==> src/rtl/sie_phase_sequencer_if.sv <==
// rtl/sie_phase_sequencer_if.sv - SIE sequencer request, duration and status bundle
interface sie_phase_sequencer_if #(
  parameter int WIDTH = 18
);
  logic                    ignite_req;
  logic                    abort;
  logic [15:0]             sie_phase2_dur;
  logic [15:0]             sie_phase3_dur;
  logic [15:0]             sie_phase4_dur;
  logic [15:0]             sie_phase5_dur;
  logic [15:0]             sie_phase6_dur;
  logic [15:0]             sie_refractory;
  logic [2:0]              phase;
  logic [15:0]             phase_timer;
  logic                    sie_active;
  logic                    ignite_ack;
  logic                    event_done;
  logic [7:0]              event_count;
  logic signed [WIDTH-1:0] envelope;

  modport master (
    output ignite_req, abort,
    output sie_phase2_dur, sie_phase3_dur, sie_phase4_dur,
    output sie_phase5_dur, sie_phase6_dur, sie_refractory,
    input  phase, phase_timer, sie_active, ignite_ack, event_done,
    input  event_count, envelope
  );

  modport slave (
    input  ignite_req, abort,
    input  sie_phase2_dur, sie_phase3_dur, sie_phase4_dur,
    input  sie_phase5_dur, sie_phase6_dur, sie_refractory,
    output phase, phase_timer, sie_active, ignite_ack, event_done,
    output event_count, envelope
  );
endinterface

==> src/rtl/sie_phase_sequencer.sv <==
// rtl/sie_phase_sequencer.sv - SIE event phase sequencer on the 4 kHz tick
// Optional Q14 envelope generator enabled by SIE_ENVELOPE_EN.
module sie_phase_sequencer #(
  parameter int WIDTH    = 18,
  parameter int FRAC     = 14,
  parameter int ENV_STEP = 2
) (
  input logic                  clk,
  input logic                  rst,
  input logic                  clk_en,
  sie_phase_sequencer_if.slave sie
);

  // Encoding matches the reported phase, so P6 + 1 lands on REFR.
  typedef enum logic [2:0] {
    S_IDLE = 3'd0,
    S_P2   = 3'd2,
    S_P3   = 3'd3,
    S_P4   = 3'd4,
    S_P5   = 3'd5,
    S_P6   = 3'd6,
    S_REFR = 3'd7
  } state_t;

  state_t          state_q, state_d;
  logic [15:0]     timer_q, timer_d;
  logic [5:0][15:0] dur_q;
  logic [15:0]     cur_dur, last_tick;
  logic            ack_q, ack_d, done_q, done_d, active_q;
  logic [7:0]      count_q, count_d;
  logic            load;

  always_comb begin
    cur_dur = '0;
    case (state_q)
      S_P2:    cur_dur = dur_q[0];
      S_P3:    cur_dur = dur_q[1];
      S_P4:    cur_dur = dur_q[2];
      S_P5:    cur_dur = dur_q[3];
      S_P6:    cur_dur = dur_q[4];
      S_REFR:  cur_dur = dur_q[5];
      default: cur_dur = '0;
    endcase
    last_tick = (cur_dur == '0) ? '0 : cur_dur - 16'd1;
  end

  always_comb begin
    state_d = state_q;
    timer_d = timer_q;
    ack_d   = 1'b0;
    done_d  = 1'b0;
    count_d = count_q;
    load    = 1'b0;
    if (clk_en) begin
      case (state_q)
        S_IDLE: begin
          if (sie.ignite_req && !sie.abort) begin
            state_d = S_P2;
            timer_d = '0;
            ack_d   = 1'b1;
            count_d = count_q + 8'd1;
            load    = 1'b1;
          end
        end
        S_P2, S_P3, S_P4, S_P5, S_P6: begin
          if (sie.abort) begin
            state_d = S_REFR;
            timer_d = '0;
          end else if (timer_q == last_tick) begin
            state_d = state_t'(state_q + 3'd1);
            timer_d = '0;
            done_d  = (state_q == S_P6);
          end else begin
            timer_d = timer_q + 16'd1;
          end
        end
        S_REFR: begin
          if (timer_q == last_tick) begin
            state_d = S_IDLE;
            timer_d = '0;
          end else begin
            timer_d = timer_q + 16'd1;
          end
        end
        default: begin
          state_d = S_IDLE;
          timer_d = '0;
        end
      endcase
    end
  end

  always_ff @(posedge clk or posedge rst) begin
    if (rst) begin
      state_q  <= S_IDLE;
      timer_q  <= '0;
      dur_q    <= '0;
      ack_q    <= 1'b0;
      done_q   <= 1'b0;
      count_q  <= '0;
      active_q <= 1'b0;
    end else begin
      state_q  <= state_d;
      timer_q  <= timer_d;
      ack_q    <= ack_d;
      done_q   <= done_d;
      count_q  <= count_d;
      active_q <= (state_d inside {S_P2, S_P3, S_P4, S_P5, S_P6});
      if (load) begin
        dur_q <= {sie.sie_refractory, sie.sie_phase6_dur, sie.sie_phase5_dur,
                  sie.sie_phase4_dur, sie.sie_phase3_dur, sie.sie_phase2_dur};
      end
    end
  end

  assign sie.phase       = state_q;
  assign sie.phase_timer = timer_q;
  assign sie.sie_active  = active_q;
  assign sie.ignite_ack  = ack_q;
  assign sie.event_done  = done_q;
  assign sie.event_count = count_q;

`ifdef SIE_ENVELOPE_EN
  localparam logic signed [WIDTH:0] ENV_FULL = (WIDTH+1)'(1 << FRAC);
  localparam logic signed [WIDTH:0] ENV_QTR  = (WIDTH+1)'((1 << FRAC) / 4);
  localparam logic signed [WIDTH:0] ENV_3QTR = (WIDTH+1)'((3 * (1 << FRAC)) / 4);
  localparam logic signed [WIDTH:0] ENV_INC  = (WIDTH+1)'(ENV_STEP);

  logic signed [WIDTH-1:0] env_q, env_d;
  logic signed [WIDTH:0]   env_up, env_dn;

  // Envelope follows the post-update state; abort reaches REFR and so reads 0.
  always_comb begin
    env_up = {env_q[WIDTH-1], env_q} + ENV_INC;
    env_dn = {env_q[WIDTH-1], env_q} - ENV_INC;
    env_d  = env_q;
    if (clk_en) begin
      case (state_d)
        S_P2:    env_d = ENV_QTR[WIDTH-1:0];
        S_P3:    env_d = (env_up > ENV_FULL) ? ENV_FULL[WIDTH-1:0] : env_up[WIDTH-1:0];
        S_P4:    env_d = ENV_FULL[WIDTH-1:0];
        S_P5:    env_d = ENV_3QTR[WIDTH-1:0];
        S_P6:    env_d = env_dn[WIDTH] ? '0 : env_dn[WIDTH-1:0];
        default: env_d = '0;
      endcase
    end
  end

  always_ff @(posedge clk or posedge rst) begin
    if (rst) begin
      env_q <= '0;
    end else begin
      env_q <= env_d;
    end
  end

  assign sie.envelope = env_q;
`else
  localparam int env_cfg_unused = WIDTH + FRAC + ENV_STEP;
  assign sie.envelope = '0;
`endif

endmodule

==> src/flat_wrapper.sv <==
// flat-port wrapper written by rule: the top's interface ports become plain ports
module sie_phase_sequencer_flat 
#(
  parameter int WIDTH    = 18,
  parameter int FRAC     = 14,
  parameter int ENV_STEP = 2
)
  (clk, rst, clk_en, sie_ignite_req, sie_abort, sie_sie_phase2_dur, sie_sie_phase3_dur, sie_sie_phase4_dur, sie_sie_phase5_dur, sie_sie_phase6_dur, sie_sie_refractory, sie_phase, sie_phase_timer, sie_sie_active, sie_ignite_ack, sie_event_done, sie_event_count, sie_envelope);
  sie_phase_sequencer_if #(.WIDTH(WIDTH)) sie_i ();
  input logic clk;
  input logic rst;
  input logic clk_en;
  input wire logic [$bits(sie_i.ignite_req)-1:0] sie_ignite_req;
  input wire logic [$bits(sie_i.abort)-1:0] sie_abort;
  input wire logic [$bits(sie_i.sie_phase2_dur)-1:0] sie_sie_phase2_dur;
  input wire logic [$bits(sie_i.sie_phase3_dur)-1:0] sie_sie_phase3_dur;
  input wire logic [$bits(sie_i.sie_phase4_dur)-1:0] sie_sie_phase4_dur;
  input wire logic [$bits(sie_i.sie_phase5_dur)-1:0] sie_sie_phase5_dur;
  input wire logic [$bits(sie_i.sie_phase6_dur)-1:0] sie_sie_phase6_dur;
  input wire logic [$bits(sie_i.sie_refractory)-1:0] sie_sie_refractory;
  output wire logic [$bits(sie_i.phase)-1:0] sie_phase;
  output wire logic [$bits(sie_i.phase_timer)-1:0] sie_phase_timer;
  output wire logic [$bits(sie_i.sie_active)-1:0] sie_sie_active;
  output wire logic [$bits(sie_i.ignite_ack)-1:0] sie_ignite_ack;
  output wire logic [$bits(sie_i.event_done)-1:0] sie_event_done;
  output wire logic [$bits(sie_i.event_count)-1:0] sie_event_count;
  output wire logic [$bits(sie_i.envelope)-1:0] sie_envelope;
  assign sie_i.ignite_req = sie_ignite_req;
  assign sie_i.abort = sie_abort;
  assign sie_i.sie_phase2_dur = sie_sie_phase2_dur;
  assign sie_i.sie_phase3_dur = sie_sie_phase3_dur;
  assign sie_i.sie_phase4_dur = sie_sie_phase4_dur;
  assign sie_i.sie_phase5_dur = sie_sie_phase5_dur;
  assign sie_i.sie_phase6_dur = sie_sie_phase6_dur;
  assign sie_i.sie_refractory = sie_sie_refractory;
  assign sie_phase = sie_i.phase;
  assign sie_phase_timer = sie_i.phase_timer;
  assign sie_sie_active = sie_i.sie_active;
  assign sie_ignite_ack = sie_i.ignite_ack;
  assign sie_event_done = sie_i.event_done;
  assign sie_event_count = sie_i.event_count;
  assign sie_envelope = sie_i.envelope;
  sie_phase_sequencer #(.WIDTH(WIDTH), .FRAC(FRAC), .ENV_STEP(ENV_STEP)) u_core (.clk(clk), .rst(rst), .clk_en(clk_en), .sie(sie_i));
endmodule
==> config.mk <==
export PLATFORM = sky130hd
export DESIGN_NAME = sie_phase_sequencer_flat
export DESIGN_NICKNAME = d
export VERILOG_FILES = /design/src/rtl/sie_phase_sequencer_if.sv /design/src/rtl/sie_phase_sequencer.sv /design/src/flat_wrapper.sv
export SDC_FILE = /design/constraint.sdc
export NUM_CORES = 1
export LEC_CHECK = 0
export BUFFER_PORTS_ARGS = -buffer_cell sky130_fd_sc_hd__buf_2
export CAP_MARGIN = 5
export CORE_MARGIN = 2
export CORE_UTILIZATION = 55
export CTS_CLUSTER_DIAMETER = 100
export DETAILED_ROUTE_END_ITERATION = 7
export PLACE_DENSITY_LB_ADDON = 0.3
export SYNTH_ARGS = -nofsm -noshare
export SYNTH_HDL_FRONTEND = slang
export SYNTH_SLANG_ARGS = --single-unit
==> constraint.sdc <==
create_clock -name clk -period 10.2 [get_ports clk]
set_clock_uncertainty 0.1 [all_clocks]
set_input_delay 2.04 -clock clk [delete_from_list [all_inputs] [get_ports clk]]
set_output_delay 2.04 -clock clk [all_outputs]
set_load 0.01 [all_outputs]
After elaboration in Yosys (flattened, before gate mapping):

Cells that the tools add are included.

* add/subtract/negate cells: 4
* multipliers: 0
* divide/modulo/power cells: 0
* magnitude comparators: 0
* equality and inequality tests: 13
* shifts and indexed selects: 0
* multiplexer cells: 19
* bitwise operators: 0
* reduce and logical (&&, ||, !) cells: 8

Operator list (number)
* $pmux 16 s6: 1
* $mux 16: 4
* $pmux 16 s3: 1
* $eq 3x3->1 const B: 7
* $add 16x1->16 const B: 1
* $eq 16x16->1: 1
* $logic_not 16->1: 1
* $sub 16x1->16 const B: 1
* $mux 3: 5
* $eq 3x2->1 const B: 4
* $pmux 3 s3: 1
* $add 8x1->8 const B: 1
* $mux 1: 7
* $reduce_bool 5->1: 1
* $reduce_or 5->1: 1
* $add 3x1->3 const B: 1
* $logic_not 3->1: 1
* $reduce_and 3->1: 1
* $ne 2x1->1 const B: 1
* $reduce_and 2->1: 1
* $logic_and 1x1->1: 1
* $logic_not 1->1: 1

* register bits: 126
* bits in latches: 0
* memory bits (writable): 0
* ROM bits: 0
* output and inout bits: 48
* logic and storage cells: 56
* memories kept: 0

Longest topological paths before layout:

Gate-level depths: netlist (run 1).

* word-level depth: 11
* depth in mapped cells: 30
* depth with buffers taken out: 22

Worst setup path after synthesis (run 1):

Ideal clock, no wire load.

* kind: reg2reg
* start point: register u_core.state_q[2], in the netlist u_core.sie.phase[2]
* end point: register u_core.active_q, in the netlist u_core.sie.sie_active
* setup time: 0.127 ns
* data arrival time: 5.153 ns
* setup slack: 4.820 ns
* stages on the path, launching flop included: 30
* path buffers: 7
* clock period less this slack: 5.380 ns
* path through: dfrtp_1 > inv_1 > buf_2 > buf_2 > ha_1 > buf_2 > buf_2 > a22oi_1 > o211ai_1 > inv_1 > ha_1 > clkbuf_1 > o2111a_1 > and4_1 > clkbuf_1 > and4_1 > or4_1 > a21oi_1 > o22ai_1 > nor4b_4 > buf_4 > inv_1 > ha_1 > nand2b_1 > a22oi_1 > nor2_1 > nor2_1 > a21oi_1 > a21boi_0 > mux2i_1

* cells in the longest elaborated chain, start to end: 11

Ends and longest elaborated chain
* start, declared: RTL line sie_phase_sequencer.sv:25 `state_t state_q, state_d;`
* start signal, assigned: RTL line sie_phase_sequencer.sv:103 `state_q <= state_d;`
* $eq 3x3->1 or $eq 3x2->1 (tied branches): RTL line sie_phase_sequencer.sv:35, sie_phase_sequencer.sv:55
* $pmux 16 s6: RTL line sie_phase_sequencer.sv:35 `case (state_q)`
* $sub 16x1->16 or $logic_not 16->1 (tied branches): RTL line sie_phase_sequencer.sv:44 `last_tick = (cur_dur == '0) ? '0 : cur_dur - 16'd1;`
* $mux 16: RTL line sie_phase_sequencer.sv:44
* $eq 16x16->1: RTL line sie_phase_sequencer.sv:69, sie_phase_sequencer.sv:78
* $mux 3: RTL line sie_phase_sequencer.sv:69 `end else if (timer_q == last_tick) begin`
* $mux 3: RTL line sie_phase_sequencer.sv:66 `if (sie.abort) begin`
* $pmux 3 s3 (*): RTL line sie_phase_sequencer.sv:55 `case (state_q)`
* $mux 3 (*): RTL line sie_phase_sequencer.sv:54 `if (clk_en) begin`
* named net u_core.state_d[0]: RTL line sie_phase_sequencer.sv:25
* $eq 3x2->1 or $eq 3x3->1 (tied branches): RTL line sie_phase_sequencer.sv:108 `active_q <= (state_d inside {S_P2, S_P3, S_P4, S_P5, S_P6});`
* $reduce_bool 5->1 (*): RTL line sie_phase_sequencer.sv:108
* end signal, assigned: RTL line sie_phase_sequencer.sv:108
* end, declared: RTL line sie_phase_sequencer.sv:29 `logic ack_q, ack_d, done_q, done_d, active_q;`

The timed path passes the listed nets; every way through them passes the cells marked *.
A chain may end at the register's enable or synchronous reset.

Final worst setup path (run 1):

Ends and elaborated chain as after synthesis.

==> results of run 1 <==
-- flip-flops by register name, indices dropped and copies added, names as in the netlist --
register,count
u_core.sie.event_done,1
u_core.sie.ignite_ack,1
u_core.sie.phase,3
u_core.dur_q,96
u_core.sie.sie_active,1
u_core.sie.phase_timer,16
u_core.sie.event_count,8
-- routing by layer --
metal  track usage  wire length (um)  up-vias
li1              -                 -     2928
met3        0.0669              1220       30
met5             0                 0        -
met1         0.381              7690     2888
met4         0.102               427        0
met2         0.423              8300      222
-- worst paths after layout --
check,endpoint,from,cells past startpoint
max,u_core.sie.sie_active$_DFF_PP0_,u_core.sie.phase[2]$_DFF_PP0_,22
min,u_core.sie.event_count[7]$_DFFE_PP0P_,u_core.sie.event_count[7]$_DFFE_PP0P_,1
max reg2reg,u_core.sie.sie_active$_DFF_PP0_,u_core.sie.phase[2]$_DFF_PP0_,22
min reg2reg,u_core.sie.event_count[7]$_DFFE_PP0P_,u_core.sie.event_count[7]$_DFFE_PP0P_,1
max in group asynchronous,u_core.sie.event_count[5]$_DFFE_PP0P_,rst,3
min in group asynchronous,u_core.sie.phase_timer[1]$_DFFE_PP0P_,rst,2
-- power by group through the flow --
stage | Combinational (mW) | Sequential (mW) | Clock [mW]
global route | 1.20 | 0.816 | 0.681
CTS | 1.07 | 0.792 | 0.659
global placement | 1.04 | 0.793 | 0
floorplan | 0.856 | 0.761 | 0
finish | 1.09 | 0.794 | 0.652
detailed placement | 1.06 | 0.797 | 0
-- cell type report --
| type | count | area (um2) | share of cell area |
|---|---|---|---|
| Clock buffer | 20 | 457 | 0.0564 |
| Clock inverter | 12 | 184 | 0.0227 |
| Inverter | 12 | 47.5 | 0.00588 |
| Multi-Input combinational cell | 621 | 3350 | 0.414 |
| Sequential cell | 126 | 3150 | 0.390 |
| Tap cell | 168 | 210 | 0.0260 |
| Timing Repair Buffer | 135 | 688 | 0.0850 |
-- worst reg2reg max path, stage by stage, from the launching register on --
cell      delay [ps]
dfrtp_1          630
inv_1            700
ha_1             760
a22oi_1          200
o211ai_1         240
inv_1            200
ha_1             350
o2111a_1         170
and4_1           350
and4_1           340
or4_1            520
a21oi_1          160
o22ai_1          120
nor4b_4          710
inv_1            140
ha_1             300
nand2b_1          70
a22oi_1           70
nor2_1           140
nor2_1            50
a21oi_1          150
a21boi_0         210
mux2i_1          100
-- cells by family (layout without fill, tap and decap cells) --
family | after synthesis | after routing
flops | 126 | 126
xor+xnor | 26 | 26
simple gates | 441 | 441
buf+inv | 79 | 179
fa+ha+maj | 10 | 10
mux | 5 | 5
other cells | 1 | 18
compound gates | 121 | 121
-- cell usage after synthesis (2+ instances only) --
cell type,n
a211oi_1,2
a21o_1,3
a21oi_1,12
a222oi_1,11
a22oi_1,23
a31oi_1,4
and2_1,5
and3_1,13
and4_1,3
buf_2,10
buf_4,20
buf_6,5
clkbuf_1,31
dfrtp_1,126
ha_1,10
inv_1,12
mux2i_1,4
nand2_1,315
nand2b_1,8
nand3_1,16
nand3b_1,20
nand4_1,9
nor2_1,18
nor2b_1,3
nor3_1,13
nor3b_1,3
nor4_1,2
nor4_2,2
o2111a_1,3
o2111ai_1,5
o211a_1,3
o211ai_1,10
o211ai_2,2
o21a_1,3
o21ai_0,28
o22ai_1,4
o31ai_1,2
or3_1,2
or4_1,2
xnor2_1,11
xor2_1,14
-- through the flow --
stage	setup WS (ps)	std cells
floorplan	4700	826
detailed placement	3410	1062
CTS	3410	1094
finish	3320	1094
global route	2730	1094
global placement	3620	1062
==> flow_summary_export.csv, run 1 <==
group,metric,value,unit
clocking,worstSkewPairLatency,420,ps
final_layout,fin_nets,1024,
drt,routed_wl,17600,um
setup_path,crit_path_end_kind,"flip-flop",
clocking,htree_levels,4,
pwr,power_frac_clock,0.257,
final_layout,areaGrowthSynthToFinish,18.0,%
place,routabilityCongestion,0.888,
sta,finalSetupTns,0,ps
clocking,cts_tree,"yes",
setup_path,worst-path-max-fanout,26,
flow_run,max_cap_viol_count,0,
place,port_buffers,130,
sta,period_share,0.675,
die,die_area,13400,um2
setup_path,cp_slowest_cell,"ha_1",
synth,yosysTopAreaCell,"dfrtp_1",
synth,synth_cell_types,58,
synth,synth_top_family_by_area,"simple AND/OR/NAND/NOR gates",
drt,drc,0,
die,initial_core_util,0.566,
sta,fmax,0.145,GHz
final_layout,final_core_util,0.668,
synth,yosys_warnings,0,
sta,worst_pin_slew,977,ps
pwr,total_power,2.53,mW
synth,synthXorXnorAreaFrac,0.0352,
clocking,clk_transition_reported_paths,60,ps
global_route,grt_pass1_wl,28400,um
final_layout,nFillCells,1050,
drt,drtIter0Drc,607,
worst_hold_path,hold_path.class,"flip-flop to flip-flop",
pwr,power.share.sequential,0.313,
final_layout,antenna_cells,0,
drt,vias_per_cell,5.55,
setup_path,arrival,7080,ps
drt,dr.pass1.iters,5,
synth,synth.avg_cell_area,8.47,um2
clocking,cts.path.max_buffers,2,
synth,seq_area_frac_synth,0.460,
synth,yosys-top-cells-area,"dfrtp_1, nand2_1, a22oi_1, buf_4, nand3b_1",
die,die_w,116,um
setup_path,critPathKind,"flip-flop to flip-flop",
sta,finalSetupViolations,0,
status,outcome,"finished clean",
place,dp_hpwl,12100,um
pwr,pwr_density_cell,313,nW/um2
synth,synth-seq-cells,126,
drt,avgRoutedWirePerCell,16.1,um
sta,finalCriticalPeriod,6880,ps
setup_path,crit_chain,"inv_1 > ha_1 > a22oi_1 > o211ai_1 > inv_1 > ha_1 > o2111a_1 > and4_1 > and4_1 > or4_1 > a21oi_1 > o22ai_1 > nor4b_4 > inv_1 > ha_1 > nand2b_1 > a22oi_1 > nor2_1 > nor2_1 > a21oi_1 > a21boi_0 > mux2i_1",
sta,hold_viol,0,
clocking,clkSinkCount,126,
clocking,cts-root-buf,"clkbuf_16",
clocking,holdBufCountCts,0,
global_route,grt_use_total,0.275,
synth,synth-compound-area-share,0.128,
sta,relSlewSlack,0.348,
global_route,antenna_found_initial,0,
setup_path,crit_path_start_kind,"flip-flop",
sta,whs,373,ps
pwr,power_frac_comb,0.429,
die,pin_count,149,
die,rows,40,
synth,synth_edf_count,0,
clocking,numCtsBuffers,17,
synth,synth-async-reset-ratio,1.00,
setup_path,reg2reg_slack,3320,ps
pwr,p_sw_frac,0.403,
die,fp.dieH,116,um
setup_path,critPathRequiredTime,10400,ps
global_route,grt_max_degree,102,
sta,rsz0062_at_grt,"false",
clocking,post-cts-setup-buffer-count,0,
synth,synth.area.mux_share,0.00748,
synth,synthCells,809,
place,postPlaceCellArea,7450,um2
drt,vias,6068,
setup_path,slowest_delay,750,ps
pwr,ir_worst_vdd,0.176,mV
synth,synth_adder_area_share,0.0183,
drt,ant_nets,0,
pwr,switching_power,1.02,mW
global_route,grt_overflow,0,
synth,synth_flop_cell,"dfrtp_1",
pwr,p_int,1.51,mW
synth,synth_area,6860,um2
setup_path,worst-path-buf-inv,3,
final_layout,final_cell_area,8090,um2
global_route,grt_pass1_vias,5737,
setup_path,critPathTopFamily,"simple AND/OR/NAND/NOR gates",
synth,synthSimpleGateAreaFrac,0.289,
final_layout,layout_commonest_cell,"nand2_1",
sta,slew_violations,0,
final_layout,final_cell_mix,"nand2_1, buf_2, dfrtp_1",
die,core-area,12100,um2
clocking,cts_resized,0,
synth,synth_top_area_frac,0.460,
final_layout,final_layout_size_suffix_gt1_frac,0.192,
pwr,leakagePower,4.17,nW
(Power assumes the default switching activity.)
==> run 2: changes to the inputs <==
Clock period 10.2 ns to 6.6 ns, I/O delays scaled along.
==> run 2 against run 1 <==
Compared with the run above: die area unchanged; largest cell class unchanged; count of clock-buffer cells in the layout unchanged; non-clock buffer count increased by 2; maximum frequency increased by 14%; critical endpoint unchanged.
==> flow_summary_export.csv, run 2 (synthesized netlist as in run 1, its figures left out) <==
group,metric,value,unit
die,core-area,12100,um2
pwr,pwr_density_cell,479,nW/um2
place,dp_hpwl,12500,um
drt,vias_per_cell,5.59,
final_layout,stdcell_count,1096,
global_route,grt_pass1_vias,5684,
setup_path,cp_slowest_cell,"ha_1",
sta,whs,371,ps
clocking,post-cts-setup-buffer-count,0,
global_route,antenna_found_initial,0,
flow_run,max_cap_viol_count,0,
die,fp.dieH,116,um
clocking,cts_tree,"yes",
setup_path,worst-path-max-fanout,26,
clocking,clkSinkCount,126,
clocking,htree_levels,4,
final_layout,nFillCells,1042,
setup_path,crit_chain,"ha_1 > a22oi_1 > o211ai_1 > inv_1 > ha_1 > o2111a_1 > and4_1 > and4_1 > or4_1 > a21oi_1 > o22ai_1 > nor4b_4 > buf_4 > inv_1 > ha_1 > nand2b_1 > a22oi_1 > nor2_1 > nor2_1 > a21oi_1 > a21boi_0 > mux2i_1",
pwr,total_power,3.87,mW
drt,dr.pass1.iters,5,
die,pin_count,149,
sta,worst_pin_slew,945,ps
setup_path,critPathRequiredTime,6790,ps
final_layout,areaGrowthSynthToFinish,17.8,%
drt,ant_nets,0,
place,dp_cells,1064,
drt,routed_wl,17700,um
drt,avgRoutedWirePerCell,16.2,um
clocking,holdBufCountCts,0,
setup_path,crit_path_start_kind,"flip-flop",
final_layout,fin_nets,1026,
clocking,numCtsBuffers,17,
die,die_area,13400,um2
setup_path,crit_path_frequent_cell,"ha_1",
die,die_w,116,um
place,routabilityCongestion,0.879,
setup_path,slowest_delay,780,ps
sta,finalSetupViolations,0,
drt,drtIter0Drc,583,
global_route,grt_overflow,0,
sta,final.setup.worst_slack,584,ps
final_layout,final_layout_size_suffix_gt1_frac,0.193,
sta,fmax,0.166,GHz
sta,slew_violations,0,
die,initial_core_util,0.566,
clocking,cts.path.max_buffers,2,
sta,hold_viol,0,
final_layout,top_register,"u_core.dur_q",
setup_path,arrival,6210,ps
sta,finalSetupTns,0,ps
sta,relSlewSlack,0.370,
final_layout,largest_register_ffs,96,
place,port_buffers,130,
final_layout,final_cell_mix,"nand2_1, buf_2, dfrtp_1",
clocking,worstSkewPairLatency,430,ps
status,outcome,"finished clean",
clocking,cts_resized,0,
global_route,grt_pass1_wl,28300,um
final_layout,layout_commonest_cell,"nand2_1",
global_route,grt_max_degree,99,
drt,drc,0,
die,rows,40,
setup_path,critPathKind,"flip-flop to flip-flop",
clocking,clk_transition_reported_paths,60,ps
pwr,leakagePower,4.18,nW
clocking,cts-root-buf,"clkbuf_16",
pwr,ir_worst_vdd,0.294,mV
final_layout,antenna_cells,0,
setup_path,crit_path_end_kind,"flip-flop",
sta,period_share,0.912,
sta,rsz0062_at_grt,"false",
worst_hold_path,hold_path.class,"flip-flop to flip-flop",
drt,vias,6128,
sta,finalCriticalPeriod,6020,ps
place,place_ws,744,ps
global_route,grt_use_total,0.275,
## run 2: changes by cell type in the layout (fill, tap and decap cells not counted), sizes merged
cell	before	now
bufinv	4	3
clkinvlp	4	1
clkinv	2	7
buf	135	137
inv	14	13
## run 2: worst max-delay path, delay by kind of cell (launching register included)
family,cells,cell delay (ps)
buf+inv,3,520
fa+ha+maj,3,1390
mux,1,110
compound gates,8,1290
flops,1,720
simple gates,7,1760
## run 2: where the power goes
part | internal (mW) | leakage (nW) | total [mW] | switching (mW)
clock network | 0.607 | 0.296 | 0.963 | 0.356
registers | 1.04 | 1.65 | 1.25 | 0.216
logic | 0.650 | 2.23 | 1.65 | 1.01
total | 2.29 | 4.18 | 3.87 | 1.58
## run 2: path summary, 6_finish.rpt
kind | start | end | slack, ps | cells past startpoint
max | u_core.sie.phase[2]$_DFF_PP0_ | u_core.sie.sie_active$_DFF_PP0_ | 580 | 22
max reg2reg | u_core.sie.phase[2]$_DFF_PP0_ | u_core.sie.sie_active$_DFF_PP0_ | 580 | 22
min | u_core.sie.event_count[7]$_DFFE_PP0P_ | u_core.sie.event_count[7]$_DFFE_PP0P_ | 370 | 1
max in group asynchronous | rst | u_core.dur_q[46]$_DFFE_PP0P_ | 4230 | 3
min reg2reg | u_core.sie.event_count[7]$_DFFE_PP0P_ | u_core.sie.event_count[7]$_DFFE_PP0P_ | 370 | 1
min in group asynchronous | rst | u_core.sie.phase_timer[6]$_DFFE_PP0P_ | 960 | 2
## run 2: layout make-up
cell class              instances  area (um2)  share of cell area
clock inverters                12         163              0.0201
clock buffers                  20         447              0.0553
well taps                     168         210              0.0260
repair buffers                137         703              0.0871
flip-flops and latches        126        3150               0.390
multi-input cells             621        3350               0.415
inverters                      12        47.5             0.00589
## run 2: layer usage
layer,track usage,vias to the layer above,part of all wire
li1,-,2922,-
met1,0.391,2960,0.45
met2,0.424,219,0.47
met3,0.0565,27,0.059
met4,0.0944,0,0.020
met5,0,-,0
## run 2: stage by stage
stage	utilization	area (um2)
floorplan	-	6920
global placement	0.616	7470
detailed placement	0.616	7470
CTS	0.667	8080
global route	0.667	8080
finish	0.667	8080
==> run 3: changes to the inputs <==
Settings changed: CORE_MARGIN 2 to unset, SKIP_CTS_REPAIR_TIMING set to 1.
==> run 3 against run 2 <==
Compared with the run above: combinational power about the same; final area is 0.77% higher; global-route usage up 1.4 points; maximum frequency increased by 2.6%; register-to-register slack gained 150 ps; largest cell class unchanged; highest routed layer unchanged.
==> flow_summary_export.csv, run 3 (synthesized netlist as in run 1, its figures left out) <==
group,metric,value,unit
drt,avgRoutedWirePerCell,16.0,um
final_layout,areaGrowthSynthToFinish,18.7,%
clocking,cts-root-buf,"clkbuf_16",
setup_path,crit_path_start_kind,"flip-flop",
final_layout,largest_register_ffs,96,
die,die_area,12900,um2
clocking,cts.path.max_buffers,2,
place,postPlaceCellArea,7480,um2
die,fp.dieH,114,um
drt,ant_nets,0,
sta,final.setup.worst_slack,737,ps
sta,finalSetupViolations,0,
die,pin_count,149,
worst_hold_path,hold_path.class,"flip-flop to flip-flop",
clocking,numCtsBuffers,17,
setup_path,critPathKind,"flip-flop to flip-flop",
sta,relSlewSlack,0.413,
setup_path,crit_path_end_kind,"flip-flop",
place,place_ws,830,ps
place,routabilityCongestion,0.936,
global_route,antenna_found_initial,0,
clocking,worstSkewPairLatency,420,ps
setup_path,critPathRequiredTime,6800,ps
clocking,clkSinkCount,126,
die,initial_core_util,0.568,
sta,slew_violations,0,
setup_path,crit_chain,"inv_1 > ha_1 > a22oi_1 > o211ai_1 > inv_1 > ha_1 > o2111a_1 > and4_1 > a21oi_1 > or4_1 > a21oi_1 > o22ai_1 > nor4b_4 > buf_4 > inv_1 > ha_1 > nand2b_1 > a22oi_1 > nor2_1 > nor2_1 > a21oi_1 > a21boi_0 > mux2i_1",
sta,rsz0062_at_grt,"false",
final_layout,final_cell_area,8140,um2
pwr,total_power,3.96,mW
drt,routed_wl,17500,um
status,outcome,"finished clean",
die,die_w,114,um
sta,finalCriticalPeriod,5860,ps
final_layout,final_cell_mix,"nand2_1, buf_2, dfrtp_1",
place,dp_hpwl,12400,um
drt,drtIter0Drc,590,
setup_path,slowest_delay,760,ps
die,rows,40,
pwr,ir_worst_vdd,0.270,mV
final_layout,stdcell_count,1098,
flow_run,max_cap_viol_count,0,
final_layout,final_layout_size_suffix_gt1_frac,0.194,
final_layout,antenna_cells,0,
setup_path,arrival,6060,ps
die,core-area,12100,um2
clocking,clk_transition_reported_paths,60,ps
final_layout,fin_nets,1028,
global_route,grt_overflow,0,
global_route,grt_pass1_vias,5679,
clocking,htree_levels,4,
setup_path,worst-path-max-fanout,26,
sta,finalSetupTns,0,ps
pwr,leakagePower,4.21,nW
global_route,grt_pass1_wl,28600,um
drt,drc,0,
pwr,pwr_density_cell,487,nW/um2
sta,fmax,0.171,GHz
drt,vias,6110,
global_route,grt_max_degree,75,
global_route,grt_use_total,0.289,
final_layout,top_register,"u_core.dur_q",
sta,whs,361,ps
sta,hold_viol,0,
drt,dr.pass1.iters,6,
place,port_buffers,130,
drt,vias_per_cell,5.56,
setup_path,cp_slowest_cell,"dfrtp_1",
sta,worst_pin_slew,877,ps
clocking,cts_tree,"yes",
final_layout,layout_commonest_cell,"nand2_1",
place,dp_cells,1066,
final_layout,final_core_util,0.675,
sta,period_share,0.888,
## run 3: power by group
| part | leakage, nW | internal (mW) | switching (mW) | total [mW] |
|---|---|---|---|---|
| sequential | 1.65 | 1.04 | 0.213 | 1.25 |
| clock | 0.314 | 0.700 | 0.334 | 1.03 |
| combinational | 2.24 | 0.656 | 1.02 | 1.68 |
## run 3: worst max-delay path: cells and delay by family (launching register included)
kind | cells | cell delay (ps)
muxes | 1 | 90
DFF | 1 | 760
AOI/OAI and AO/OA | 9 | 1560
buffers and inverters | 4 | 650
adders and majority gates | 3 | 1080
and+or+nand+nor | 6 | 1500
## run 3: final cells by class
cell class | count | area, um2
clock inverters | 9 | 179
inverters | 12 | 47.5
clock buffers | 23 | 478
well taps | 168 | 210
repair buffers | 139 | 718
multi-input cells | 621 | 3350
flip-flops and latches | 126 | 3150
fillers | 1016 | 3920
## run 3: worst paths after layout
check / endpoint / start / slack [ps] / cells past startpoint
setup / recovery: u_core.sie.sie_active$_DFF_PP0_ / u_core.sie.phase[2]$_DFF_PP0_ / 740 / 23
max in group asynchronous: u_core.dur_q[49]$_DFFE_PP0P_ / rst / 4190 / 3
hold / removal: u_core.sie.event_count[7]$_DFFE_PP0P_ / u_core.sie.event_count[7]$_DFFE_PP0P_ / 360 / 1
min in group asynchronous: u_core.sie.phase_timer[0]$_DFFE_PP0P_ / rst / 930 / 2
setup reg to reg: u_core.sie.sie_active$_DFF_PP0_ / u_core.sie.phase[2]$_DFF_PP0_ / 740 / 23
hold reg to reg: u_core.sie.event_count[7]$_DFFE_PP0P_ / u_core.sie.event_count[7]$_DFFE_PP0P_ / 360 / 1
## run 3: metal layers
| metal | routed length (um) | share of wire | global-route usage | vias up |
|---|---|---|---|---|
| met5 | 0 | 0 | 0 | - |
| met4 | 388 | 0.022 | 0.118 | 0 |
| met3 | 995 | 0.057 | 0.0590 | 22 |
| met2 | 8250 | 0.47 | 0.449 | 224 |
| met1 | 7890 | 0.45 | 0.397 | 2939 |
| li1 | - | - | - | 2925 |
